==> src/rtl/pc_fetch_unit_pkg.sv <==
// pc_fetch_unit_pkg: fetch FSM state encoding, reset vector and address helpers.
package pc_fetch_unit_pkg;
   typedef enum logic [1:0] {FS_REQ, FS_WAIT, FS_DROP, FS_HOLD} fetch_state_e;
   localparam logic [31:0] RESET_VECTOR = 32'h0000_3000;
   function automatic logic [31:0] align_word(input logic [31:0] a);
      return {a[31:2], 2'b00};
   endfunction
endpackage

==> src/rtl/pc_fetch_unit_if.sv <==
// pc_fetch_unit_if: redirect, instruction-memory and decode handshake signals of the fetch stage.
interface pc_fetch_unit_if;
   logic [31:0] npc;
   logic        redirect;
   logic        imem_req;
   logic [31:0] imem_addr;
   logic        imem_gnt;
   logic        imem_rvalid;
   logic [31:0] imem_rdata;
   logic        inst_valid;
   logic [31:0] inst;
   logic [31:0] inst_pc;
   logic        inst_ready;
   modport master (
      input  npc, redirect, imem_gnt, imem_rvalid, imem_rdata, inst_ready,
      output imem_req, imem_addr, inst_valid, inst, inst_pc
   );
   modport slave (
      output npc, redirect, imem_gnt, imem_rvalid, imem_rdata, inst_ready,
      input  imem_req, imem_addr, inst_valid, inst, inst_pc
   );
endinterface

==> src/rtl/pc_fetch_unit_fetch_queue.sv <==
// pc_fetch_unit_fetch_queue: {pc, inst} FIFO; flush wins over push and pop.
module pc_fetch_unit_fetch_queue #(
   parameter int          DEPTH    = 2,
   parameter logic [31:0] RESET_PC = 32'h0000_3000
) (
   input  logic                       clk,
   input  logic                       rst,
   input  logic                       i_flush,
   input  logic                       i_push,
   input  logic [31:0]                i_pc,
   input  logic [31:0]                i_inst,
   input  logic                       i_pop,
   output logic [$clog2(DEPTH):0]     o_count,
   output logic [31:0]                o_pc,
   output logic [31:0]                o_inst
);
   localparam int AW = $clog2(DEPTH);
   localparam int CW = AW + 1;
   logic [31:0]   r_pc   [DEPTH];
   logic [31:0]   r_inst [DEPTH];
   logic [AW-1:0] r_wr, r_rd;
   logic [CW-1:0] r_count;
   logic          w_pop, w_push;
   assign w_pop   = i_pop && r_count != '0;
   assign w_push  = i_push && (r_count != CW'(DEPTH) || w_pop);
   assign o_count = r_count;
   assign o_pc    = r_pc[r_rd];
   assign o_inst  = r_inst[r_rd];
   always_ff @(posedge clk) begin
      if (rst) begin
         r_wr    <= '0;
         r_rd    <= '0;
         r_count <= '0;
         for (int i = 0; i < DEPTH; i++) begin
            r_pc[i]   <= RESET_PC;
            r_inst[i] <= '0;
         end
      end else if (i_flush) begin
         r_rd    <= r_wr;
         r_count <= '0;
      end else begin
         if (w_push) begin
            r_pc[r_wr]   <= i_pc;
            r_inst[r_wr] <= i_inst;
            r_wr         <= r_wr + 1'b1;
         end
         if (w_pop) r_rd <= r_rd + 1'b1;
         r_count <= r_count + CW'(w_push) - CW'(w_pop);
      end
   end
endmodule

==> src/rtl/pc_fetch_unit.sv <==
// pc_fetch_unit: owns the fetch PC, issues one outstanding imem fetch at a time and queues words for decode.
module pc_fetch_unit
   import pc_fetch_unit_pkg::*;
#(
   parameter logic [31:0] RESET_PC = RESET_VECTOR,
   parameter int          IQ_DEPTH = 2
) (
   input  logic             clk,
   input  logic             rst,
   pc_fetch_unit_if.master  bus
);
   localparam int CW = $clog2(IQ_DEPTH) + 1;
   fetch_state_e  r_state;
   logic [31:0]   r_fpc, r_req_pc;
   logic          r_run;
   logic [CW-1:0] w_count;
   logic [31:0]   w_head_pc, w_head_inst;
   logic          w_req, w_gnt, w_push, w_pop, w_busy;
   // r_run keeps imem_req low for the first cycle after reset releases
   assign w_req  = r_run && r_state == FS_REQ;
   assign w_gnt  = w_req && bus.imem_gnt;
   assign w_push = r_state == FS_WAIT && bus.imem_rvalid && !bus.redirect;
   assign w_pop  = bus.inst_valid && bus.inst_ready;
   assign w_busy = (r_state == FS_WAIT || r_state == FS_DROP) && !bus.imem_rvalid;
   assign bus.imem_req   = w_req;
   assign bus.imem_addr  = r_fpc;
   assign bus.inst_valid = w_count != '0;
   assign bus.inst       = w_head_inst;
   assign bus.inst_pc    = w_head_pc;
   pc_fetch_unit_fetch_queue #(.DEPTH(IQ_DEPTH), .RESET_PC(RESET_PC)) u_fetch_queue (
      .clk     (clk),
      .rst     (rst),
      .i_flush (bus.redirect),
      .i_push  (w_push),
      .i_pc    (r_req_pc),
      .i_inst  (bus.imem_rdata),
      .i_pop   (w_pop),
      .o_count (w_count),
      .o_pc    (w_head_pc),
      .o_inst  (w_head_inst)
   );
   always_ff @(posedge clk) begin
      if (rst) begin
         r_state  <= FS_REQ;
         r_fpc    <= RESET_PC;
         r_req_pc <= RESET_PC;
         r_run    <= 1'b0;
      end else begin
         r_run <= 1'b1;
         if (bus.redirect) begin
            r_fpc   <= align_word(bus.npc);
            r_state <= (w_busy || w_gnt) ? FS_DROP : FS_REQ;
         end else begin
            case (r_state)
               FS_REQ: if (w_gnt) begin
                  r_req_pc <= r_fpc;
                  r_fpc    <= r_fpc + 32'd4;
                  r_state  <= FS_WAIT;
               end
               FS_WAIT: if (bus.imem_rvalid)
                  r_state <= (w_count == CW'(IQ_DEPTH - 1) && !w_pop) ? FS_HOLD : FS_REQ;
               FS_DROP: if (bus.imem_rvalid) r_state <= FS_REQ;
               default: if (w_count < CW'(IQ_DEPTH)) r_state <= FS_REQ;
            endcase
         end
      end
   end
endmodule
==> src/flat_wrapper.sv <==
// flat-port wrapper written by rule: the top's interface ports become plain ports
module pc_fetch_unit_flat import pc_fetch_unit_pkg::*;
#(
   parameter logic [31:0] RESET_PC = RESET_VECTOR,
   parameter int          IQ_DEPTH = 2
)
  (clk, rst, bus_npc, bus_redirect, bus_imem_gnt, bus_imem_rvalid, bus_imem_rdata, bus_inst_ready, bus_imem_req, bus_imem_addr, bus_inst_valid, bus_inst, bus_inst_pc);
  pc_fetch_unit_if bus_i ();
  input  logic clk;
  input  logic rst;
  input wire logic [$bits(bus_i.npc)-1:0] bus_npc;
  input wire logic [$bits(bus_i.redirect)-1:0] bus_redirect;
  input wire logic [$bits(bus_i.imem_gnt)-1:0] bus_imem_gnt;
  input wire logic [$bits(bus_i.imem_rvalid)-1:0] bus_imem_rvalid;
  input wire logic [$bits(bus_i.imem_rdata)-1:0] bus_imem_rdata;
  input wire logic [$bits(bus_i.inst_ready)-1:0] bus_inst_ready;
  output wire logic [$bits(bus_i.imem_req)-1:0] bus_imem_req;
  output wire logic [$bits(bus_i.imem_addr)-1:0] bus_imem_addr;
  output wire logic [$bits(bus_i.inst_valid)-1:0] bus_inst_valid;
  output wire logic [$bits(bus_i.inst)-1:0] bus_inst;
  output wire logic [$bits(bus_i.inst_pc)-1:0] bus_inst_pc;
  assign bus_i.npc = bus_npc;
  assign bus_i.redirect = bus_redirect;
  assign bus_i.imem_gnt = bus_imem_gnt;
  assign bus_i.imem_rvalid = bus_imem_rvalid;
  assign bus_i.imem_rdata = bus_imem_rdata;
  assign bus_i.inst_ready = bus_inst_ready;
  assign bus_imem_req = bus_i.imem_req;
  assign bus_imem_addr = bus_i.imem_addr;
  assign bus_inst_valid = bus_i.inst_valid;
  assign bus_inst = bus_i.inst;
  assign bus_inst_pc = bus_i.inst_pc;
  pc_fetch_unit #(.RESET_PC(RESET_PC), .IQ_DEPTH(IQ_DEPTH)) u_core (.clk(clk), .rst(rst), .bus(bus_i));
endmodule
==> config.mk <==
export PLATFORM = sky130hd
export DESIGN_NAME = pc_fetch_unit_flat
export DESIGN_NICKNAME = d
export VERILOG_FILES = /design/src/rtl/pc_fetch_unit_pkg.sv /design/src/rtl/pc_fetch_unit_if.sv /design/src/rtl/pc_fetch_unit_fetch_queue.sv /design/src/rtl/pc_fetch_unit.sv /design/src/flat_wrapper.sv
export SDC_FILE = /design/constraint.sdc
export NUM_CORES = 1
export LEC_CHECK = 0
export CORE_ASPECT_RATIO = 1.75
export CORE_MARGIN = 1.5
export CORE_UTILIZATION = 55
export DETAILED_ROUTE_END_ITERATION = 12
export PLACE_DENSITY = 0.89
export SYNTH_ARGS = -nofsm -noshare
export SYNTH_HDL_FRONTEND = slang
export SYNTH_SLANG_ARGS = --single-unit
==> constraint.sdc <==
create_clock -name clk -period 21.3 [get_ports clk]
set_clock_uncertainty 0.05 [all_clocks]
set_input_delay 4.26 -clock clk [delete_from_list [all_inputs] [get_ports clk]]
set_output_delay 4.26 -clock clk [all_outputs]
set_load 0.005 [all_outputs]
# --- Yosys cells after proc, flatten, opt, wreduce, memory -nomap -nowiden ---
# Memories as Yosys holds them, arrays and structs flattened. A register that Yosys moved wholly into a read port is not among the register bits.
# Index checks and enable logic that the tools add are counted.
word_totals:
  register_bits: 71
  mem_bits_ro: 0
  ram_bits: 128
  in_bits: 70
  latchBits: 0
  memories: 2
  word_cells: 83
classes:
  mul: 0
  shifts: 0
  mux: 30
  addsub: 5
  n_reduce_logical: 29
  order_cmp: 1
  bitwise_logic: 1
  div_mod_pow: 0
  n_eq_ne: 7
mem_list:
  columns: ["name", "words", "width", "read_ports", "rd_ports_with_merged_regs", "write_ports", "line_no", "rtl"]
  rows:
  - ["u_core.u_fetch_queue.r_inst", 2, 32, 1, 1, 2, "pc_fetch_unit_fetch_queue.sv:20", "logic [31:0] r_inst [DEPTH];"]
  - ["u_core.u_fetch_queue.r_pc", 2, 32, 1, 1, 2, "pc_fetch_unit_fetch_queue.sv:19", "logic [31:0] r_pc [DEPTH];"]
op_table:
  columns: ["operator", "count"]
  rows:
  - ["two-way mux 32 bit", 5]
  - ["OR reduction 32 bit", 2]
  - ["adder 32 x 3 -> 32 bit (second input constant)", 1]
  - ["two-way mux 1 bit", 17]
  - ["two-way mux 2 bit", 7]
  - ["logical AND 1 bit", 9]
  - ["nonzero test 2 bit", 4]
  - ["inequality test 3 bit (second input constant)", 2]
  - ["one-hot mux 2 bit (3 select lines)", 1]
  - ["AND reduction 2 bit", 3]
  - ["nonzero test 5 bit", 1]
  - ["== test 2 x 1 -> 1 bit (second input constant)", 2]
  - ["AND reduction 4 bit", 1]
  - ["logical NOT 1 bit", 3]
  - ["logical OR 1 bit", 3]
  - ["inequality test 3 x 2 -> 1 bit (second input constant)", 1]
  - ["AND reduction 3 bit", 1]
  - ["adder 1 bit (second input constant)", 2]
  - ["adder 2 x 1 -> 2 bit", 1]
  - ["== test 2 bit (second input constant)", 1]
  - ["logical NOT 2 bit", 1]
  - ["less-than comparator 2 bit (second input constant)", 1]
  - ["inequality test 2 bit (second input constant)", 1]
  - ["OR reduction 2 bit", 1]
  - ["2 further kinds", 2]

# --- Depth between registers and ports, before layout ---
# Gate-level depths: netlist of the first run.
depth:
  depth_word: 11
  mapped_depth: 9

# --- Hierarchy ---
# From an unflattened synthesis of the first run, not the netlist that was laid out.
hier_totals:
  cells_unflattened: 763
  area_unflattened_um2: 8929.8
by_module_without_submodules:
  columns: ["module", "cells_per_inst", "instances", "area_each_um2", "seq_area_each_um2"]
  rows:
  - ["pc_fetch_unit_fetch_queue", 369, 1, 5814.3, 3943.8]
  - ["pc_fetch_unit", 394, 1, 3115.5, 1261.2]

# --- Worst setup path after synthesis of the first run ---
# No wires, ideal clock.
synth_timing:
  path_kind: "input-to-reg"
  startpoint: "input port bus_redirect"
  endpoint: "memory u_core.u_fetch_queue.r_inst[0][0] (enable)"
  arrival_time_ps: 9206
  slack_ps: 11477
  path_stages: 4
  t_required_ps: 20682
  cell_sequence: "clkbuf_1 and3b_1 o21ai_1 o21ai_0"
synth_lines:
  columns: ["item", "line_no", "rtl"]
  rows:
  - ["from (decl)", "flat_wrapper.sv:12", "input wire logic [$bits(bus_i.redirect)-1:0] bus_redirect;"]
  - ["to (decl)", "pc_fetch_unit_fetch_queue.sv:20", null]

==> results of run 1 <==
[power by group through the flow]
stage / Combinational [mW] / Clock (mW) / Sequential [mW]
3_5_place_dp: 0.0810 / 0 / 0.431
6_report: 0.0807 / 0.300 / 0.423
3_3_place_gp: 0.0793 / 0 / 0.430
5_1_grt: 0.0874 / 0.318 / 0.425
2_1_floorplan: 0.0365 / 0 / 0.429
4_1_cts: 0.0815 / 0.305 / 0.423
[worst max-delay path: stages]
cell,delay (ns)
clkdlybuf4s50_1,0.40
buf_4,0.23
and3b_1,0.30
o21ai_1,0.21
nor3b_2,0.21
buf_4,0.49
or2_2,0.21
buf_4,0.63
[cells by family after synthesis]
family          after synthesis  share of synthesized area
flops                       192                      0.592
mux                          64                     0.0838
other cells                   1                   0.000437
fa+ha+maj                     5                    0.00728
compound gates               93                     0.0723
simple gates                326                      0.208
buf+inv                      55                     0.0259
xor+xnor                     10                     0.0102
[state kept, by name (all words and copies together), names as in the netlist, named ones only]
name,flops
u_core.bus.imem_addr,30
u_core.r_req_pc,30
u_core.r_run,1
u_core.r_state,2
u_core.u_fetch_queue.o_count,2
u_core.u_fetch_queue.r_inst,64
u_core.u_fetch_queue.r_pc,60
u_core.u_fetch_queue.r_rd,1
u_core.u_fetch_queue.r_wr,1
[worst paths after layout]
path	end	slack [ns]	startpoint
worst max-delay path	u_core.u_fetch_queue.r_pc[1][21]	14.24	bus_redirect
worst min register to register	u_core.r_req_pc[21]	0.41	u_core.r_req_pc[21]
worst max register to register	u_core.u_fetch_queue.r_pc[1][21]	18.20	u_core.r_state[1]
worst min-delay path	u_core.r_req_pc[21]	0.41	u_core.r_req_pc[21]
[routing by layer]
metal | part of all wire | track usage | vias to the layer above | wire length [um]
met5 | 0 | 0 | - | 0
met2 | 0.55 | 0.422 | 208 | 10300
met4 | 0.040 | 0.121 | 0 | 748
met3 | 0.039 | 0.0332 | 49 | 740
li1 | - | - | 2958 | -
met1 | 0.37 | 0.255 | 2973 | 6970
[synth_stat cells (all sizes together) (11+ instances only)]
cell type	instances
o21ai	14
edfxtp	124
clkbuf	39
nand2	84
nand3	14
dfxtp	68
nand4	13
nor3	11
and3	11
and2	123
nor2	27
a21oi	34
mux2	63
[cells in the final DEF (no fill, tap or decap), drive strengths merged, types with 6 or more instances in the layout]
master	synthesis	routed
and2	123	123
a21oi	34	34
edfxtp	124	124
inv	7	12
nor2	27	27
or4	6	6
and3	11	11
nor3	11	11
nand4	13	13
mux2	63	63
a211oi	8	8
buf	8	9
clkinv	1	7
a311oi	10	10
nand2	84	84
or3	10	10
o21ai	14	14
nand3	14	14
dfxtp	68	68
clkbuf	39	19
clkdlybuf4s50	0	160
xnor2	8	8
and4	6	6
[per-stage QoR]
step / std cells / instance area, um2 / setup slack [ns] / hold WS [ns] / power (mW)
finish: 1089 / 10900 / 14.24 / 0.413 / 0.804
global route: 1089 / 10900 / 14.09 / 0.437 / 0.830
CTS: 1089 / 10900 / 14.26 / 0.416 / 0.810
detailed placement: 1057 / 10300 / 13.84 / 0.403 / 0.512
global placement: 1057 / 10300 / 13.85 / 0.396 / 0.509
floorplan: 749 / 8600 / 11.48 / 0.390 / 0.465
[area by class of cell]
cell class	count	share of cell area
sequential	192	0.467
inverter	8	0.00276
tap	186	0.0214
clock inverter	13	0.0118
clock buffer	19	0.0397
timing repair buffer	169	0.153
multi-input combinational	502	0.304
==> impl_metrics.json, run 1 <==
{
  "max_slew_margin": 0.151,
  "routed_wl_mm": 18.8,
  "postSynthAreaPerCell_um2": 11.5,
  "synth_cell_type_count": 58,
  "antenna_found_initial": 0,
  "final_nets": 965,
  "synth_edf_count": 124,
  "powerDensity_nw_per_um2": 73.8,
  "synth_area_um2": 8590,
  "synth_top_area_cell": "edfxtp_1",
  "cp.required_ns": 21.29,
  "synth.ff_latch_count": 192,
  "drc": 0,
  "firstDrtPassIters": 5,
  "max_freq_mhz": 142,
  "arrival_ns": 7.05,
  "ctsHoldBuffers": 0,
  "insertion_delay_ns": 0.42,
  "initial_core_util": 0.561,
  "clkPwrFrac": 0.373,
  "grt_max_degree": 66,
  "rsz0062_at_grt": "false",
  "vias": 6188,
  "grtUsageTotal": 0.230,
  "cts_tree": "yes",
  "drv_slew": 0,
  "async_flop_share": 0,
  "die_area_um2": 16400,
  "clock_sinks": 192,
  "hold_path_depth": 2,
  "area_delta_synth_final_pct": 26.8,
  "p_leak_nw": 3.90,
  "power_frac_comb": 0.100,
  "hold_path_class": "flip-flop to flip-flop",
  "die_w_um": 97.5,
  "pwr-share-seq": 0.527,
  "hpwlAfterDp_mm": 12.4,
  "vias_per_cell": 5.68,
  "antennaDiodeCount": 0,
  "start_kind": "input port",
  "die_h_um": 168,
  "setup.worst_path.end_class": "flip-flop",
  "clockBufferDepth": 2,
  "grt_pass1_vias": 6146,
  "synth_ff_type": "edfxtp_1",
  "synthTopCellsByArea": "edfxtp_1 43%, dfxtp_1 16%, and2_1 8.9%, mux2_2 8.3%, nand2_1 3.7%",
  "post_cts_buffers": 0,
  "rows": 60,
  "h-tree-depth": 4,
  "synthCells": 746,
  "seq_area_um2": 5090,
  "final_hold_viol_count": 0,
  "swShare": 0.238,
  "drt-initial-drc-count": 250,
  "critical_path_peak_fanout": 63,
  "grt.overflow.total": 0,
  "p_sw_uw": 191,
  "io_pins": 168,
  "synth_top_area_frac": 0.434,
  "setup_violations": 0,
  "io_buffers": 161,
  "cts_buffers": 17,
  "globalplace.congestion": 0.844,
  "status": "complete, no violations",
  "worstMarginPinSlew_ns": 1.26,
  "core_area_um2": 15300,
  "clockRootBuffer": "clkbuf_16",
  "fillers": 1127,
  "reg2regPathDepth": 8,
  "ant_nets": 0,
  "period_minus_slack_ns": 7.06,
  "wl_per_cell_um": 17.3,
  "fin_util": 0.711,
  "cts_resized": 0,
  "multi_input_area_um2": 3320,
  "ir_drop_uv": 55.4,
  "worstSetupPathType": "input port to flip-flop",
  "maxCapViolCount": 0,
  "layout-drive-gt1-share": 0.132,
  "grt_pass1_wl_mm": 30.4,
  "yosysWarningCount": 0,
  "yosysSeqAreaShare": 0.592,
  "clk_pin_slew_ns": 0.07,
  "p_int_uw": 612,
  "fin_crit_sh": 0.331,
  "tns_ns": 0
}
(Power assumes the default switching activity.)
==> inputs of run 2 (changes only) <==
CORE_UTILIZATION = 52   (was 55)
PLACE_DENSITY = 0.85   (was 0.89)
clock period = 6.9 ns   (was 21.3 ns; I/O delays follow)
==> run 2 against run 1 <==
Net effect:
- register-to-register slack got worse by 15 ns
- first-iteration DRC count rose by 8.4%
- largest cell class unchanged
- sequential power rose to 3.1 times the previous value
- highest routed layer unchanged
- cell count rose by 0.64%
- largest power group unchanged
==> impl_metrics.json, run 2 (synthesized netlist as in run 1, its figures left out) <==
{
  "status": "complete, no violations",
  "io_pins": 168,
  "core_area_um2": 16300,
  "start_kind": "input port",
  "ant_nets": 0,
  "grt_pass1_vias": 6110,
  "setup_ws_ns": 2.54,
  "critical_path_peak_fanout": 63,
  "area_delta_synth_final_pct": 27.4,
  "antenna_found_initial": 0,
  "grt_max_degree": 64,
  "globalplace.congestion": 0.820,
  "highest_layer": "met4",
  "cts_resized": 0,
  "powerDensity_nw_per_um2": 232,
  "rsz0062_at_grt": "false",
  "regMostFlops": "u_core.u_fetch_queue.r_inst",
  "stdcell_area_um2": 10900,
  "final_hold_viol_count": 0,
  "setup.worst_path.end_class": "flip-flop",
  "ctsHoldBuffers": 0,
  "final_nets": 966,
  "cts_buffers": 17,
  "wl_met3_um": 620,
  "grt.overflow.total": 0,
  "place_ws_ns": 2.03,
  "drv_slew": 0,
  "worstMarginPinSlew_ns": 1.15,
  "p_leak_nw": 3.93,
  "period_minus_slack_ns": 4.36,
  "max_slew_margin": 0.228,
  "cp.required_ns": 6.92,
  "grt_pass1_wl_mm": 30.0,
  "setup_violations": 0,
  "cts_tree": "yes",
  "wl_per_cell_um": 17.2,
  "largest_reg_flops": 64,
  "clockBufferDepth": 2,
  "routed_wl_mm": 18.9,
  "die_h_um": 173,
  "p_total_mw": 2.54,
  "clockRootBuffer": "clkbuf_16",
  "clock_sinks": 192,
  "io_buffers": 161,
  "vias": 6106,
  "layout-drive-gt1-share": 0.134,
  "wirelength_met1_mm": 7.31,
  "insertion_delay_ns": 0.43,
  "post_cts_buffers": 0,
  "hold_path_class": "flip-flop to flip-flop",
  "arrival_ns": 4.38,
  "firstDrtPassIters": 5,
  "layout_common_cells": "160 x clkdlybuf4s50_1, 124 x edfxtp_1, 122 x and2_1",
  "wl_met2_mm": 10.4,
  "maxCapViolCount": 0,
  "rows": 62,
  "drt-initial-drc-count": 271,
  "drc": 0,
  "mostFrequentLayoutCell": "clkdlybuf4s50_1",
  "vias_per_cell": 5.57,
  "fin_crit_sh": 0.632,
  "die_area_um2": 17300,
  "placed_cell_area_um2": 10300,
  "max_freq_mhz": 229,
  "h-tree-depth": 4,
  "ir_drop_uv": 159,
  "grtUsageTotal": 0.222,
  "hpwlAfterDp_mm": 12.5,
  "tns_ns": 0,
  "antennaDiodeCount": 0,
  "die_w_um": 100,
  "reg_top3": "u_core.u_fetch_queue.r_inst (64), u_core.u_fetch_queue.r_pc (60)",
  "clk_pin_slew_ns": 0.07,
  "initial_core_util": 0.527,
  "worstSetupPathType": "input port to flip-flop"
}
## run 2: cell types whose count changed in the layout (fill, tap and decap cells not counted)
cell	before	now
inv_6	1	6
clkinvlp_4	2	0
clkinv_8	1	2
clkbuf_1	2	1
clkinv_4	5	0
buf_4	8	9
bufinv_16	0	1
inv_4	0	1
## run 2: critical path, cell delays in order
cell and delay, ns:
clkdlybuf4s50_1 0.50, and3b_1 0.30, o21ai_1 0.22, nor3b_2 0.21
buf_4 0.50, or2_2 0.73, buf_4 0.51
## run 2: worst paths after layout
kind / startpoint / end / slack, ns / depth (start not counted)
max: bus_redirect / u_core.u_fetch_queue.r_inst[1][30] / 2.54 / 7
min: u_core.r_req_pc[20] / u_core.r_req_pc[20] / 0.41 / 2
max reg2reg: u_core.r_state[1] / u_core.u_fetch_queue.r_inst[1][30] / 3.47 / 8
min reg2reg: u_core.r_req_pc[20] / u_core.r_req_pc[20] / 0.41 / 2
## run 2: where the power goes
group / switching (mW) / internal, mW / total, mW
Clock: 0.462 / 0.522 / 0.983
Sequential: 0.0362 / 1.27 / 1.31
Combinational: 0.107 / 0.142 / 0.249
Total: 0.605 / 1.93 / 2.54
## run 2: through the flow
| step | hold slack (ns) | util | std cells |
|---|---|---|---|
| final | 0.415 | 0.672 | 1096 |
| after global routing | 0.433 | 0.672 | 1096 |
| after CTS | 0.413 | 0.672 | 1096 |
| after detailed placement | 0.403 | 0.635 | 1064 |
| after global placement | 0.396 | 0.635 | 1064 |
| after floorplan | 0.390 | - | 749 |
## run 2: cell type report
type,instances,area [um2]
Inverter,8,30.0
Fill cell,1241,5350
Timing Repair Buffer,170,1670
Sequential cell,192,5090
Tap cell,192,240
Multi-Input combinational cell,502,3320
Clock inverter,14,166
Clock buffer,18,429
## run 2: per-layer routing
metal,global-route usage,vias up
met1,0.238,2936
met3,0.0380,34
met4,0.109,0
met2,0.410,172
li1,-,2964
met5,0,-
==> inputs of run 3 (changes only) <==
CORE_UTILIZATION = 47   (was 52)
PLACE_DENSITY = 0.81   (was 0.85)
clock period = 3.9 ns   (was 6.9 ns; I/O delays follow)
==> run 3 against run 2 <==
Net effect:
- design area is 1.5% higher
- die area grew 10%
- worst hold slack worse by 0.0058 ns
- register-to-register slack lost 2.2 ns
- critical path type is now flip-flop to output port
- largest cell class unchanged
- largest power group unchanged
- highest routed layer unchanged
==> impl_metrics.json, run 3 (synthesized netlist as in run 1, its figures left out) <==
{
  "multi_input_area_um2": 3320,
  "drv_slew": 0,
  "clockRootBuffer": "clkbuf_16",
  "max_slew_margin": 0.0835,
  "globalplace.congestion": 0.827,
  "die_h_um": 182,
  "grtUsageTotal": 0.203,
  "period_minus_slack_ns": 3.18,
  "rows": 65,
  "setup.worst_path.end_class": "output port",
  "fin_crit_sh": 0.816,
  "critPathCapture": "bus_inst_pc[12]",
  "drc": 0,
  "mostFrequentLayoutCell": "clkdlybuf4s50_1",
  "io_pins": 168,
  "powerDensity_nw_per_um2": 412,
  "arrival_ns": 2.35,
  "layout_common_cells": "160 x clkdlybuf4s50_1, 124 x edfxtp_1, 122 x and2_1",
  "wl_per_cell_um": 16.8,
  "p_total_mw": 4.57,
  "antennaDiodeCount": 0,
  "largest_reg_flops": 64,
  "antenna_found_initial": 0,
  "worstSetupPathType": "flip-flop to output port",
  "hpwlAfterDp_mm": 13.0,
  "holdCritStartpoint": "u_core.r_req_pc[29]",
  "final-instance-count-excl-fill": 1145,
  "firstDrtPassIters": 4,
  "maxCapViolCount": 0,
  "h-tree-depth": 4,
  "initial_core_util": 0.478,
  "place_inst": 1113,
  "cp.required_ns": 3.07,
  "critical_path_peak_fanout": 24,
  "clk_pin_slew_ns": 0.08,
  "status": "complete, no violations",
  "core_area_um2": 18000,
  "final_hold_viol_count": 0,
  "insertion_delay_ns": 0.44,
  "clockBufferDepth": 2,
  "fillers": 1449,
  "rsz0062_at_grt": "false",
  "reg2regPathDepth": 6,
  "vias_per_cell": 5.41,
  "start_kind": "flip-flop",
  "regMostFlops": "u_core.u_fetch_queue.r_inst",
  "p_leak_nw": 3.98,
  "reg2reg_slack_ns": 1.30,
  "drt-initial-drc-count": 304,
  "ctsHoldBuffers": 0,
  "layout-drive-gt1-share": 0.142,
  "routed_wl_mm": 19.2,
  "area_delta_synth_final_pct": 29.3,
  "cts_tree": "yes",
  "placed_cell_area_um2": 10500,
  "fin_util": 0.618,
  "cts_resized": 0,
  "grt_pass1_wl_mm": 30.3,
  "stdcell_area_um2": 11100,
  "ir_drop_uv": 251,
  "grt.overflow.total": 0,
  "r2r_start": "u_core.r_state[1]",
  "hold_path_class": "flip-flop to flip-flop",
  "worstMarginPinSlew_ns": 1.36,
  "post_cts_buffers": 0,
  "ant_nets": 0,
  "reg_top3": "u_core.u_fetch_queue.r_inst (64), u_core.u_fetch_queue.r_pc (60)",
  "final_nets": 973,
  "tns_ns": 0,
  "seq_area_um2": 5090,
  "setup_violations": 0,
  "clock_sinks": 192,
  "vias": 6191,
  "grt_pass1_vias": 6167,
  "io_buffers": 161,
  "grt_max_degree": 63,
  "cts_buffers": 17,
  "die_area_um2": 19100,
  "max_freq_mhz": 314,
  "die_w_um": 105,
  "rr_endpoint": "u_core.bus.imem_addr[19]"
}
-- run 3: per-layer routing --
layer	up-vias	GRT usage	share of wire
met5	-	0	0
met4	0	0.108	0.036
met3	41	0.0355	0.039
met2	209	0.377	0.55
met1	2959	0.215	0.37
li1	2982	-	-
-- run 3: worst min path at each step --
stage / slack, ns / depth (start not counted) / end
floorplan: 0.39 / 2 / u_core.r_req_pc[10]
global placement: 0.40 / 2 / u_core.r_req_pc[7]
detailed placement: 0.40 / 2 / u_core.r_req_pc[29]
CTS: 0.41 / 2 / u_core.r_req_pc[29]
global route: 0.44 / 2 / u_core.r_req_pc[29]
finish: 0.41 / 2 / u_core.r_req_pc[29]
-- run 3: cell type report --
| cell class | instances | area share |
|---|---|---|
| Clock buffer | 17 | 0.0383 |
| Multi-Input combinational cell | 502 | 0.298 |
| Sequential cell | 192 | 0.458 |
| Inverter | 8 | 0.00270 |
| Timing Repair Buffer | 177 | 0.159 |
| Clock inverter | 15 | 0.0175 |
| Tap cell | 234 | 0.0264 |
-- run 3: worst max-delay path, cell delays in order, from the launching register on --
cell	delay [ns]
dfxtp_2	0.73
buf_4	0.37
mux2_2	0.37
clkdlybuf4s50_1	0.45
-- run 3: metrics by stage --
stage | setup WS [ns] | hold slack (ns)
after floorplan | 0.416 | 0.390
after global placement | 0.532 | 0.396
after detailed placement | 0.520 | 0.401
after CTS | 0.644 | 0.412
after global routing | 0.587 | 0.438
final | 0.716 | 0.409
-- run 3: power by group --
part	total, mW	switching (mW)	internal [mW]
combinational	0.448	0.189	0.259
sequential	2.31	0.0667	2.25
clock	1.81	0.832	0.981
